$ cat src/rtl/uart_rx_fifo.sv
// Receive-side byte buffer: captures {frame_err, byte} from the UART receiver into a
// first-word-fall-through FIFO, with threshold / idle-timeout / overrun interrupt.
module uart_rx_fifo #(
  parameter int unsigned DEPTH   = 16,
  parameter int unsigned AW      = 4,
  parameter int unsigned THRESH  = 6,
  parameter int unsigned TIMEOUT = 1000
) (
  input  logic          wb_clk_i,
  input  logic          wb_rst_i,
  input  logic [7:0]    rx_data,
  input  logic          rx_valid,
  input  logic          rx_frame_err,
  output logic          rx_ack,
  input  logic          rd_en,
  output logic [7:0]    rd_data,
  output logic          rd_err,
  output logic          empty,
  output logic          full,
  output logic [AW:0]   level,
  output logic          overrun,
  input  logic          clr_overrun,
  output logic          irq
);

  localparam int unsigned CW = $clog2(TIMEOUT + 1);
  localparam logic [AW:0]   LVL_FULL = (AW + 1)'(DEPTH);
  localparam logic [AW:0]   LVL_THR  = (AW + 1)'(THRESH);
  localparam logic [CW-1:0] CNT_MAX  = CW'(TIMEOUT);

  logic [8:0]    r_mem [DEPTH];
  logic [AW-1:0] r_wp;
  logic [AW-1:0] r_rp;
  logic [AW:0]   r_level;
  logic          r_ack;
  logic          r_ovr;
  logic [CW-1:0] r_cnt;
  logic          r_irq;

  logic          w_empty;
  logic          w_full;
  logic          w_pop;
  logic          w_push;
  logic          w_drop;
  logic          w_tmo;
  logic [8:0]    w_head;

  always_comb begin
    w_empty = (r_level == '0);
    w_full  = (r_level == LVL_FULL);
    w_pop   = rd_en && !w_empty;
    // A pop in the same cycle frees the slot, so a push is accepted even at full.
    w_push  = rx_valid && (!w_full || w_pop);
    w_drop  = rx_valid && !w_push;
    w_tmo   = (r_cnt == CNT_MAX);
    w_head  = r_mem[r_rp];
  end

  always_ff @(posedge wb_clk_i) begin
    if (w_push) begin
      r_mem[r_wp] <= {rx_frame_err, rx_data};
    end
  end

  always_ff @(posedge wb_clk_i) begin
    if (wb_rst_i) begin
      r_wp    <= '0;
      r_rp    <= '0;
      r_level <= '0;
    end else begin
      if (w_push) begin
        r_wp <= r_wp + AW'(1);
      end
      if (w_pop) begin
        r_rp <= r_rp + AW'(1);
      end
      if (w_push && !w_pop) begin
        r_level <= r_level + (AW + 1)'(1);
      end else if (w_pop && !w_push) begin
        r_level <= r_level - (AW + 1)'(1);
      end
    end
  end

  always_ff @(posedge wb_clk_i) begin
    if (wb_rst_i) begin
      r_ack <= 1'b0;
      r_ovr <= 1'b0;
      r_cnt <= '0;
      r_irq <= 1'b0;
    end else begin
      r_ack <= rx_valid;
      if (w_drop) begin
        r_ovr <= 1'b1;
      end else if (clr_overrun) begin
        r_ovr <= 1'b0;
      end
      if (w_push || w_pop || w_empty) begin
        r_cnt <= '0;
      end else if (!w_tmo) begin
        r_cnt <= r_cnt + CW'(1);
      end
      r_irq <= (r_level >= LVL_THR) | w_tmo | r_ovr;
    end
  end

  always_comb begin
    rx_ack  = r_ack;
    rd_data = w_empty ? '0 : w_head[7:0];
    rd_err  = w_empty ? 1'b0 : w_head[8];
    empty   = w_empty;
    full    = w_full;
    level   = r_level;
    overrun = r_ovr;
    irq     = r_irq;
  end

endmodule
$ cat config.mk
export PLATFORM = sky130hd
export DESIGN_NAME = uart_rx_fifo
export DESIGN_NICKNAME = d
export VERILOG_FILES = /design/src/rtl/uart_rx_fifo.sv
export SDC_FILE = /design/constraint.sdc
export NUM_CORES = 1
export LEC_CHECK = 0
export CAP_MARGIN = 0
export CORE_ASPECT_RATIO = 1.4
export CORE_MARGIN = 2
export CORE_UTILIZATION = 55
export DETAILED_ROUTE_END_ITERATION = 12
export PLACE_DENSITY_LB_ADDON = 0.08
export SLEW_MARGIN = 5
export SYNTH_ARGS = -nofsm -noshare
export SYNTH_HDL_FRONTEND = slang
export SYNTH_SLANG_ARGS = --single-unit
$ cat constraint.sdc
create_clock -name wb_clk_i -period 7.8 [get_ports wb_clk_i]
set_input_delay 1.17 -clock wb_clk_i [delete_from_list [all_inputs] [get_ports wb_clk_i]]
set_output_delay 1.17 -clock wb_clk_i [all_outputs]
set_load 0.005 [all_outputs]
==> flow_summary.yaml <==
outcome:
  outcome: "finished, final reports clean"
power:
  finalPower_w: 0.00259
  leakage_nw: 2.61
  switching_share: 0.258
  p_comb_frac: 0.223
  internal-power_w: 0.00192
  pwr_density_cell_nw_per_um2: 319
  vdd_drop_max_mv: 0.190
  pwr-share-seq: 0.417
  power_switching_w: 0.000668
  p_clk_frac: 0.360
grt:
  gr-total-overflow: 0
  grt_max_degree: 37
  antenna_found_initial: 0
  grt_pass1_wl_mm: 20.7
  grt_usage: 0.210
  grt_pass1_vias: 3754
timing:
  rsz0062_at_grt: "false"
  max_freq_mhz: 241
  tightest_slew_ns: 1.16
  setup-violations-final: 0
  period_share: 0.532
  setup_tns_ns: 0
  hold_violations: 0
  slew_violations: 0
  finClkSkew_ns: 0.0106
  relSlewSlack: 0.224
  setup_ws_ns: 3.65
  finalCriticalPeriod_ns: 4.15
  holdWs_ns: 0.534
worst_setup_path:
  cp.required_ns: 6.63
  crit_path_start_kind: "flip-flop"
  arrival_ns: 2.98
  criticalPathCategory: "reg -> out"
  cp_max_fo: 36
  endpoint_kind: "output port"
layout:
  area.sequential_um2: 4930
  drive_gt1_frac: 0.184
  fin_area_um2: 8120
  nets: 465
  antenna_cells: 0
  fillerInstances: 866
  area_growth_pct: 15.5
  multi_input_area_um2: 1970
route:
  drtPass1Iterations: 4
  drt_iter0_markers: 191
  wl_mm: 13.3
  drc_errors: 0
  via_count: 3558
  wire_per_inst_um: 22.2
  vias_per_cell: 5.92
  ant_nets: 0
clock_tree:
  cts-hold-fix-buffers: 0
  clockBufferDepth: 2
  post-cts-setup-buffers: 0
  cts.sinks: 174
  clk_pin_slew_ns: 0.06
  clock_latency_ns: 0.42
  cts-root-buf: "clkbuf_16"
  cts_tree: "yes"
  cts.repair.resized: 0
  cts_max_level: 4
  numCtsBuffers: 17
synthesis:
  ys_async_sr_fraction: 0
  avgSynthCellArea_um2: 17.3
  syn-num-nets: 433
  synth_edf_count: 144
  ys.flop_type: "edfxtp_1"
  synthTopCellsByArea: "edfxtp_1 (62%), mux4_2 (12%), dfxtp_1 (8.5%)"
  synth_commonest_cells: "edfxtp_1 (144), nor2_1 (42), mux4_2 (36)"
  yosysWarningCount: 0
  netlist_area_um2: 7030
  synth_area_leader_cell: "edfxtp_1"
  yosys.area.top_type_share: 0.615
  synth_cells: 406
  synth.distinct_cells: 38
  yosysMostFrequentCell: "edfxtp_1"
  synth-seq-cells: 174
  seq_area_frac_synth: 0.701
die:
  core_um2: 12400
  die_w_um: 99.5
  dieArea_um2: 13700
  initial_core_util: 0.565
  rows: 48
  ioPinCount: 33
  die_h_um: 138
place:
  dpl_cell_area_um2: 7460
  dpl.hpwl_mm: 8.29
  place_congestion: 0.743
  portBuffers: 32
  pre_cts_ws_ns: 3.80
run:
  drv_cap: 0
worst_hold_path:
  hold_class: "reg -> reg"
-- layer usage --
layer  GRT usage  routed length (µm)  vias up
met2       0.367                7170       81
met4      0.0647                 176        0
li1            -                   -     1645
met5           0                   0        -
met1       0.262                5580     1820
met3      0.0452                 394       12
-- per-stage QoR --
step | std cells | utilization
after global routing | 601 | 0.653
after CTS | 601 | 0.653
after detailed placement | 569 | 0.600
final | 601 | 0.653
after floorplan | 406 | -
after global placement | 569 | 0.600
-- final timing paths --
path	endpoint	startpoint	cells after the start	slack, ns
max reg2reg	level[4]$_SDFFE_PP0P_	level[0]$_SDFFE_PP0P_	9	4.69
max	rd_data[1]	flip-flop	6	3.65
min	r_cnt[9]$_SDFFE_PP0N_	r_cnt[9]$_SDFFE_PP0N_	2	0.53
min reg2reg	r_cnt[9]$_SDFFE_PP0N_	r_cnt[9]$_SDFFE_PP0N_	2	0.53
-- area by class of cell --
type	instances	area share
well taps	150	0.0231
repair buffers	35	0.0422
clock inverters	15	0.0284
multi-input cells	201	0.243
flip-flops and latches	174	0.607
clock buffers	17	0.0524
inverters	9	0.00416
-- cell usage in the layout (no fill, tap or decap), types with 4 or more instances in the layout --
cell type	n
a211oi_1	19
a21oi_1	4
bufinv_16	5
clkbuf_16	17
clkdlybuf4s50_1	32
dfxtp_1	28
edfxtp_1	144
ha_1	12
inv_1	9
inv_6	4
mux2i_1	14
mux4_2	36
nand2_1	11
nand3_1	5
nor2_1	42
nor2b_1	11
nor3_2	4
xnor2_1	9
xor2_1	7
-- worst max-delay path, cell delays in order (launching register included) --
cell and delay (ns):
dfxtp_2 0.31, buf_4 0.52, mux4_2 0.58, nor2b_1 0.14, a211oi_1 0.35, a211oi_1 0.12
clkdlybuf4s50_1 0.54
-- cell families (layout without fill, tap and decap cells) --
| group | after synthesis | in the layout | synth area share |
|---|---|---|---|
| and+or+nand+nor | 87 | 87 | 0.0584 |
| muxes | 51 | 51 | 0.137 |
| buffers and inverters | 31 | 76 | 0.0215 |
| adders and majority gates | 13 | 13 | 0.0242 |
| xor gates and xnor gates | 16 | 16 | 0.0199 |
| AOI/OAI and AO/OA | 34 | 34 | 0.0384 |
| DFF | 174 | 174 | 0.701 |
-- flip-flops by register name, indices dropped and copies added, names as in the netlist, named ones only --
name / flops
r_cnt: 10
rx_ack: 1
r_wp: 4
r_mem: 144
overrun: 1
r_rp: 4
irq: 1
level: 5
-- power groups by stage --
stage	combinational (W)	clock (W)	sequential, W
finish	0.000578	0.000931	0.00108
global route	0.000636	0.000978	0.00108
CTS	0.000590	0.000947	0.00108
detailed placement	0.000588	0	0.00110
global placement	0.000579	0	0.00110
floorplan	0.000390	0	0.00109
No activity file was read; power rests on OpenSTA's default activity.
